===== config.mk =====
export PLATFORM = sky130hd
export DESIGN_NAME = lbus_arb2
export DESIGN_NICKNAME = d
export VERILOG_FILES = /design/src/rtl/lbus_arb2.sv
export SDC_FILE = /design/constraint.sdc
export NUM_CORES = 1
export LEC_CHECK = 0
export BUFFER_PORTS_ARGS = -buffer_cell sky130_fd_sc_hd__buf_4
export CAP_MARGIN = 30
export CORE_AREA = 2 2 158 160
export CTS_BUF_LIST = sky130_fd_sc_hd__clkbuf_4
export DETAILED_ROUTE_END_ITERATION = 10
export DIE_AREA = 0 0 160 162
export GPL_ROUTABILITY_DRIVEN = 0
export HOLD_SLACK_MARGIN = 0.03
export PLACE_DENSITY = 0.42
export SLEW_MARGIN = 20
export SYNTH_ARGS = -nofsm -noshare
export SYNTH_HDL_FRONTEND = slang
export SYNTH_SLANG_ARGS = --single-unit

===== constraint.sdc =====
create_clock -name clk -period 2.15 [get_ports clk]
set_input_delay 0.5375 -clock clk [delete_from_list [all_inputs] [get_ports clk]]
set_output_delay 0.5375 -clock clk [all_outputs]
set_load 0.02 [all_outputs]

===== src/rtl/lbus_arb2.sv =====
// lbus_arb2: two-master round-robin arbiter onto one shared local-bus slave, one transaction at a time.
// Define LBUS_ARB2_TIMEOUT_EN to add a 255-cycle read timeout answering 32'hDEAD_BEEF.
module lbus_arb2 #(
  parameter int unsigned ADDR_W = 32,
  parameter int unsigned DATA_W = 32,
  parameter int unsigned STRB_W = DATA_W / 8
) (
  input  logic              clk,
  input  logic              rst,
  input  logic [ADDR_W-1:0] m0_waddr,
  input  logic [ADDR_W-1:0] m0_raddr,
  input  logic [DATA_W-1:0] m0_wdata,
  input  logic [STRB_W-1:0] m0_wstrb,
  input  logic              m0_wen,
  input  logic              m0_ren,
  output logic              m0_wready,
  output logic [DATA_W-1:0] m0_rdata,
  output logic              m0_rvalid,
  input  logic [ADDR_W-1:0] m1_waddr,
  input  logic [ADDR_W-1:0] m1_raddr,
  input  logic [DATA_W-1:0] m1_wdata,
  input  logic [STRB_W-1:0] m1_wstrb,
  input  logic              m1_wen,
  input  logic              m1_ren,
  output logic              m1_wready,
  output logic [DATA_W-1:0] m1_rdata,
  output logic              m1_rvalid,
  output logic [ADDR_W-1:0] s_waddr,
  output logic [DATA_W-1:0] s_wdata,
  output logic [STRB_W-1:0] s_wstrb,
  output logic              s_wen,
  output logic [ADDR_W-1:0] s_raddr,
  output logic              s_ren,
  input  logic              s_wready,
  input  logic [DATA_W-1:0] s_rdata,
  input  logic              s_rvalid,
  output logic              timeout_err
);

  typedef enum logic [1:0] {StIdle, StWr, StRd} state_e;

  state_e            state_q, state_d;
  logic              grant_q, grant_d;
  logic              last_grant_q, last_grant_d;
  logic              req0, req1, pick;
  logic              wr_done, rd_done, tmo_hit;
  logic [DATA_W-1:0] rd_data;

  assign req0 = m0_wen | m0_ren;
  assign req1 = m1_wen | m1_ren;
  // On a tie the master not served last wins; a lone requester always wins.
  assign pick = (req0 & req1) ? ~last_grant_q : req1;

  always_ff @(posedge clk or posedge rst) begin
    if (rst) begin
      state_q      <= StIdle;
      grant_q      <= 1'b0;
      last_grant_q <= 1'b1;
    end else begin
      state_q      <= state_d;
      grant_q      <= grant_d;
      last_grant_q <= last_grant_d;
    end
  end

  always_comb begin
    state_d      = state_q;
    grant_d      = grant_q;
    last_grant_d = last_grant_q;
    s_waddr      = '0;
    s_wdata      = '0;
    s_wstrb      = '0;
    s_wen        = 1'b0;
    s_raddr      = '0;
    s_ren        = 1'b0;
    wr_done      = 1'b0;
    rd_done      = 1'b0;
    unique case (state_q)
      StIdle: begin
        if (req0 | req1) begin
          grant_d = pick;
          // A master asking for both is served its write first.
          state_d = (pick ? m1_wen : m0_wen) ? StWr : StRd;
        end
      end
      StWr: begin
        s_wen   = 1'b1;
        s_waddr = grant_q ? m1_waddr : m0_waddr;
        s_wdata = grant_q ? m1_wdata : m0_wdata;
        s_wstrb = grant_q ? m1_wstrb : m0_wstrb;
        if (s_wready) begin
          wr_done      = 1'b1;
          last_grant_d = grant_q;
          state_d      = StIdle;
        end
      end
      StRd: begin
        s_ren   = 1'b1;
        s_raddr = grant_q ? m1_raddr : m0_raddr;
        if (s_rvalid | tmo_hit) begin
          rd_done      = 1'b1;
          last_grant_d = grant_q;
          state_d      = StIdle;
        end
      end
      default: state_d = StIdle;
    endcase
  end

  always_comb begin
    m0_wready = wr_done & ~grant_q;
    m1_wready = wr_done & grant_q;
    m0_rvalid = rd_done & ~grant_q;
    m1_rvalid = rd_done & grant_q;
    m0_rdata  = m0_rvalid ? rd_data : '0;
    m1_rdata  = m1_rvalid ? rd_data : '0;
  end

`ifdef LBUS_ARB2_TIMEOUT_EN
  localparam logic [DATA_W-1:0] TimeoutData = DATA_W'(32'hDEAD_BEEF);

  logic [7:0] tmo_cnt_q;
  logic       tmo_err_q;

  // Counter is 0 in the RD entry cycle, so the hit lands 255 cycles after entry.
  assign tmo_hit = (state_q == StRd) && !s_rvalid && (tmo_cnt_q == 8'hFF);

  always_ff @(posedge clk or posedge rst) begin
    if (rst) begin
      tmo_cnt_q <= '0;
      tmo_err_q <= 1'b0;
    end else begin
      tmo_cnt_q <= (state_q == StRd) ? tmo_cnt_q + 8'd1 : 8'd0;
      if (tmo_hit) begin
        tmo_err_q <= 1'b1;
      end
    end
  end

  assign timeout_err = tmo_err_q;
  assign rd_data     = s_rvalid ? s_rdata : TimeoutData;
`else
  assign tmo_hit     = 1'b0;
  assign timeout_err = 1'b0;
  assign rd_data     = s_rdata;
`endif

endmodule


==> results.md <==
STA:
- The setup violation total in the final timing report is 0.
- Timing would allow up to 0.467 GHz.
- The share of the clock period used by the worst path is 0.996.
- The number of hold-slack violations in the final timing report is 0.
- Setup slack on the critical path of the routed design comes to 0.00790 ns.
- Setup repair after global routing could not meet its margin everywhere.
- The count of final max-slew check failures is 0.
- The clock period minus final worst setup slack is 2.14 ns.
- The clock skew is 0.0101 ns.
- The worst hold slack after final layout is 0.177 ns.

Clock tree:
- The clock sink total is 4.
- In this run the number of H-tree levels came out at 1.
- Clock latency on the worst-skew pair, taken at its later pin, is 0.25 ns.
- The buffer depth of the longest clock path is 2.
- The number of buffers created by CTS is 3.
- The TritonCTS clock tree is yes.
- After clock tree synthesis, the clock-pin slew on the worst setup and hold paths is 0.05 ns.
- The clock tree root driver cell is sky130_fd_sc_hd__clkbuf_4.
- After clock tree synthesis, the flow added hold-fix buffers numbering 0.

Global route:
- The overall fraction of global-route tracks in use is 0.0951.
- The initial antenna violation count is 0.
- Entering global routing, the biggest net connects 65 pins.
- Global routing finished with a remaining overflow of 0.
- The wire length of the first global-routing pass is 20,000 um.
- The number of global-route vias before repair was 3,756.

Drt:
- Dividing the detail-routed via count by the number of cells gives 3.66.
- Once detail routing completed, the nets flagged for antenna violations numbered 0.
- The detailed-router iteration count before antenna repair is 4.
- The DRC marker count from the first detailed-route iteration is 84.
- Summing over every cut layer, the via total after detailed routing is 3,908.
- After detailed routing, the total wire length is 15,400 um.
- Dividing the detail-routed wire length by the instance count gives 14.4 um.
- In the routed design, unresolved DRC markers number 0.

Synthesis:
- Synthesis produced 327 cells.
- Of the post-synthesis cell area, the dominant cell type holds 0.445.
- The cell accounting for the most synthesized area is sky130_fd_sc_hd__mux2i_1.
- The commonest register cell after synthesis is sky130_fd_sc_hd__dfrtp_1.
- The post-synthesis sequential element count is 4.
- The synthesized area divided by synthesized cell count is 7.02 um2.
- Yosys printed 0 warnings.
- Yosys attributes the largest share of cell area to sky130_fd_sc_hd__mux2i_1 44%, sky130_fd_sc_hd__and2_1 17%, sky130_fd_sc_hd__nor2_1 17%.
- The async set or reset register ratio after synthesis is 1.00.
- The total nets after synthesis is 567.
- The number of library cell types mapped by synthesis is 24.
- The netlist area before placement is 0.00229 mm2.
- In this run, synthesis inferred 0 flip-flops with an integrated enable.
- For this run, the register share of the synthesized area comes to 0.0442.

Placement:
- OpenSTA, run right after detailed placement, puts the worst setup slack at 0.241 ns.
- The number of cells after detailed placement is 1,040.
- Buffers placed on the I/O ports in this run total 409.
- The half-perimeter wire length after detailed placement is 11,700 um.

Die:
- The placement row count is 57.
- The initial utilization of the core area, before any placement, comes to 0.0952.
- The die is 160 um wide.
- The die covers 0.0259 mm2.
- The placeable core area is 0.0241 mm2.
- The number of ports placed on the die boundary is 411.
- From bottom edge to top edge, the die measures 162 um.

Pwr:
- The power density over the cells is 961 mW/mm2.
- The share of total power dissipated in sequential elements is 0.034.
- The total leakage power is 3.30 nW.
- The internal power summed over all cells is 2.82 mW.
- The post-layout total power is 5.79 mW.
- VDD sags by at most 0.000461 V.
- Of the total power, the clock network draws 0.021.
- Of the total power, the share spent switching nets is 0.514.
- The net switching power is 2.98 mW.
- The combinational cell fraction of total power is 0.945.

Final layout:
- The layout cell share with drive strength beyond 1 is 0.618.
- The number of antenna repair diodes is 0.
- The area growth from synthesis to layout is 163%.
- Counting the fill cells in the layout gives 2,693.
- The most common cell after layout, fill and taps aside is sky130_fd_sc_hd__buf_4.
- The post-route non-filler standard cell count is 1,068.
- Once layout is complete, the utilization of the core stands at 0.250.
- The top cell types in the final layout, fill and taps aside, are 427 x sky130_fd_sc_hd__buf_4, 102 x sky130_fd_sc_hd__nor2_1, 101 x sky130_fd_sc_hd__mux2i_1, 64 x sky130_fd_sc_hd__and2_1, 6 x sky130_fd_sc_hd__and3_4.
- The final layout contains 985 nets.

Run:
- Max-cap violations in this run came to 0.

Worst setup path:
- The critical path contains buffers and inverters numbering 3 combined.
- On the worst path, the slowest cell contributes a delay of 0.52 ns.
- The worst flop-to-flop path endpoint is last_grant_q.
- The worst register-to-register path has a depth of 5.
- The data arrival time of the critical path is 1.60 ns.
- In this run the worst path has a maximum fanout of 16.
- The required time of the critical path is 1.61 ns.
- The launching element type of the critical path is a register.
- STA classifies the critical path endpoint as an output pin.
- The cell family contributing the most delay on the critical path is buffers and inverters.
- The critical register-to-register path startpoint is grant_q.
- Walking the worst path, the cells encountered are buf_12 > buf_16 > mux2i_1 > nor2_1 > buf_4.
- The critical setup path kind is reg2out.
- The setup slack of the worst register-to-register path is 0.73 ns.
- The slowest stage of the critical path belongs to the cell sky130_fd_sc_hd__dfrtp_4.

Hold path:
- The min-delay analysis places its worst path in the category in2async.

Status:
- The run finished with clean final reports.
-- cell usage after synthesis (2+ instances only) --
master	instances
sky130_fd_sc_hd__mux2i_1	102
sky130_fd_sc_hd__o22ai_1	3
sky130_fd_sc_hd__inv_1	2
sky130_fd_sc_hd__nand2b_1	4
sky130_fd_sc_hd__clkbuf_1	4
sky130_fd_sc_hd__and2_1	64
sky130_fd_sc_hd__dfrtp_1	3
sky130_fd_sc_hd__buf_4	11
sky130_fd_sc_hd__buf_6	7
sky130_fd_sc_hd__nor2_1	102
sky130_fd_sc_hd__o21ai_0	2
sky130_fd_sc_hd__buf_2	9
sky130_fd_sc_hd__and3_4	2
sky130_fd_sc_hd__and3_1	2
-- power groups by stage --
stage	registers, mW	clock network, mW	logic (mW)
2_1_floorplan	0.154	0	2.98
3_3_place_gp	0.179	0	5.02
3_5_place_dp	0.179	0	4.98
4_1_cts	0.181	0.124	5.03
5_1_grt	0.204	0.133	5.83
6_report	0.197	0.122	5.47
-- routing by layer --
layer / up-vias / share of wire / GRT usage
met1: 1725 / 0.36 / 0.0974
met3: 12 / 0.084 / 0.0202
met5: - / 0 / 0
met2: 250 / 0.55 / 0.198
met4: 0 / 0.015 / 0.0164
li1: 1921 / - / -
-- sequential cells by signal, summed over array words and instances, names as in the netlist --
signal	cells
grant_q	1
last_grant_q	1
state_q	2
-- cell type report --
| cell class | count | area [um2] | share of cell area |
|---|---|---|---|
| sequential | 4 | 106 | 0.0177 |
| inverter | 4 | 21.3 | 0.00353 |
| clock buffer | 4 | 30.0 | 0.00498 |
| tap | 324 | 405 | 0.0673 |
| multi-input combinational | 293 | 2020 | 0.335 |
| timing repair buffer | 439 | 3440 | 0.571 |
-- cells by family after synthesis --
kind of cell           share of synthesized area
AOI/OAI and AO/OA                         0.0376
other                                    0.00163
and+or+nand+nor                            0.367
buffers and inverters                      0.104
muxes                                      0.445
DFF                                       0.0442
-- through the flow --
| stage | cell area, um2 | setup TNS, ns |
|---|---|---|
| final | 6020 | 0 |
| after global routing | 6020 | -0.378 |
| after CTS | 5760 | -0.432 |
| after detailed placement | 5700 | 0 |
| after global placement | 5700 | 0 |
| after floorplan | 2290 | 0 |
-- worst register-to-register path, stage by stage, from the launching register on --
cell                       delay [ns]
sky130_fd_sc_hd__dfrtp_4         0.48
sky130_fd_sc_hd__buf_16          0.16
sky130_fd_sc_hd__buf_4           0.18
sky130_fd_sc_hd__nand2b_1        0.12
sky130_fd_sc_hd__o22ai_1         0.07
sky130_fd_sc_hd__a221oi_1        0.30
-- worst max path at each step --
stage | end | cells past startpoint | start | slack, ns
after floorplan | m0_rdata[22] | 6 | state_q[0] | 0.26
after global placement | m1_rdata[1] | 4 | s_rvalid | 0.23
after detailed placement | s_waddr[18] | 5 | grant_q | 0.24
after CTS | s_waddr[18] | 5 | grant_q | -0.03
after global routing | s_raddr[28] | 5 | grant_q | -0.04
final | s_raddr[28] | 5 | grant_q | 0.008
-- timing repair --
action / 4_1_cts / 5_1_grt
pin swaps: 5 / 2
setup endpoints to repair: 20 / 97
cloned: 1 / 7
gates resized for setup: 4 / 10
setup buffers: 0 / 16
Power figures use the tool's default switching activity.
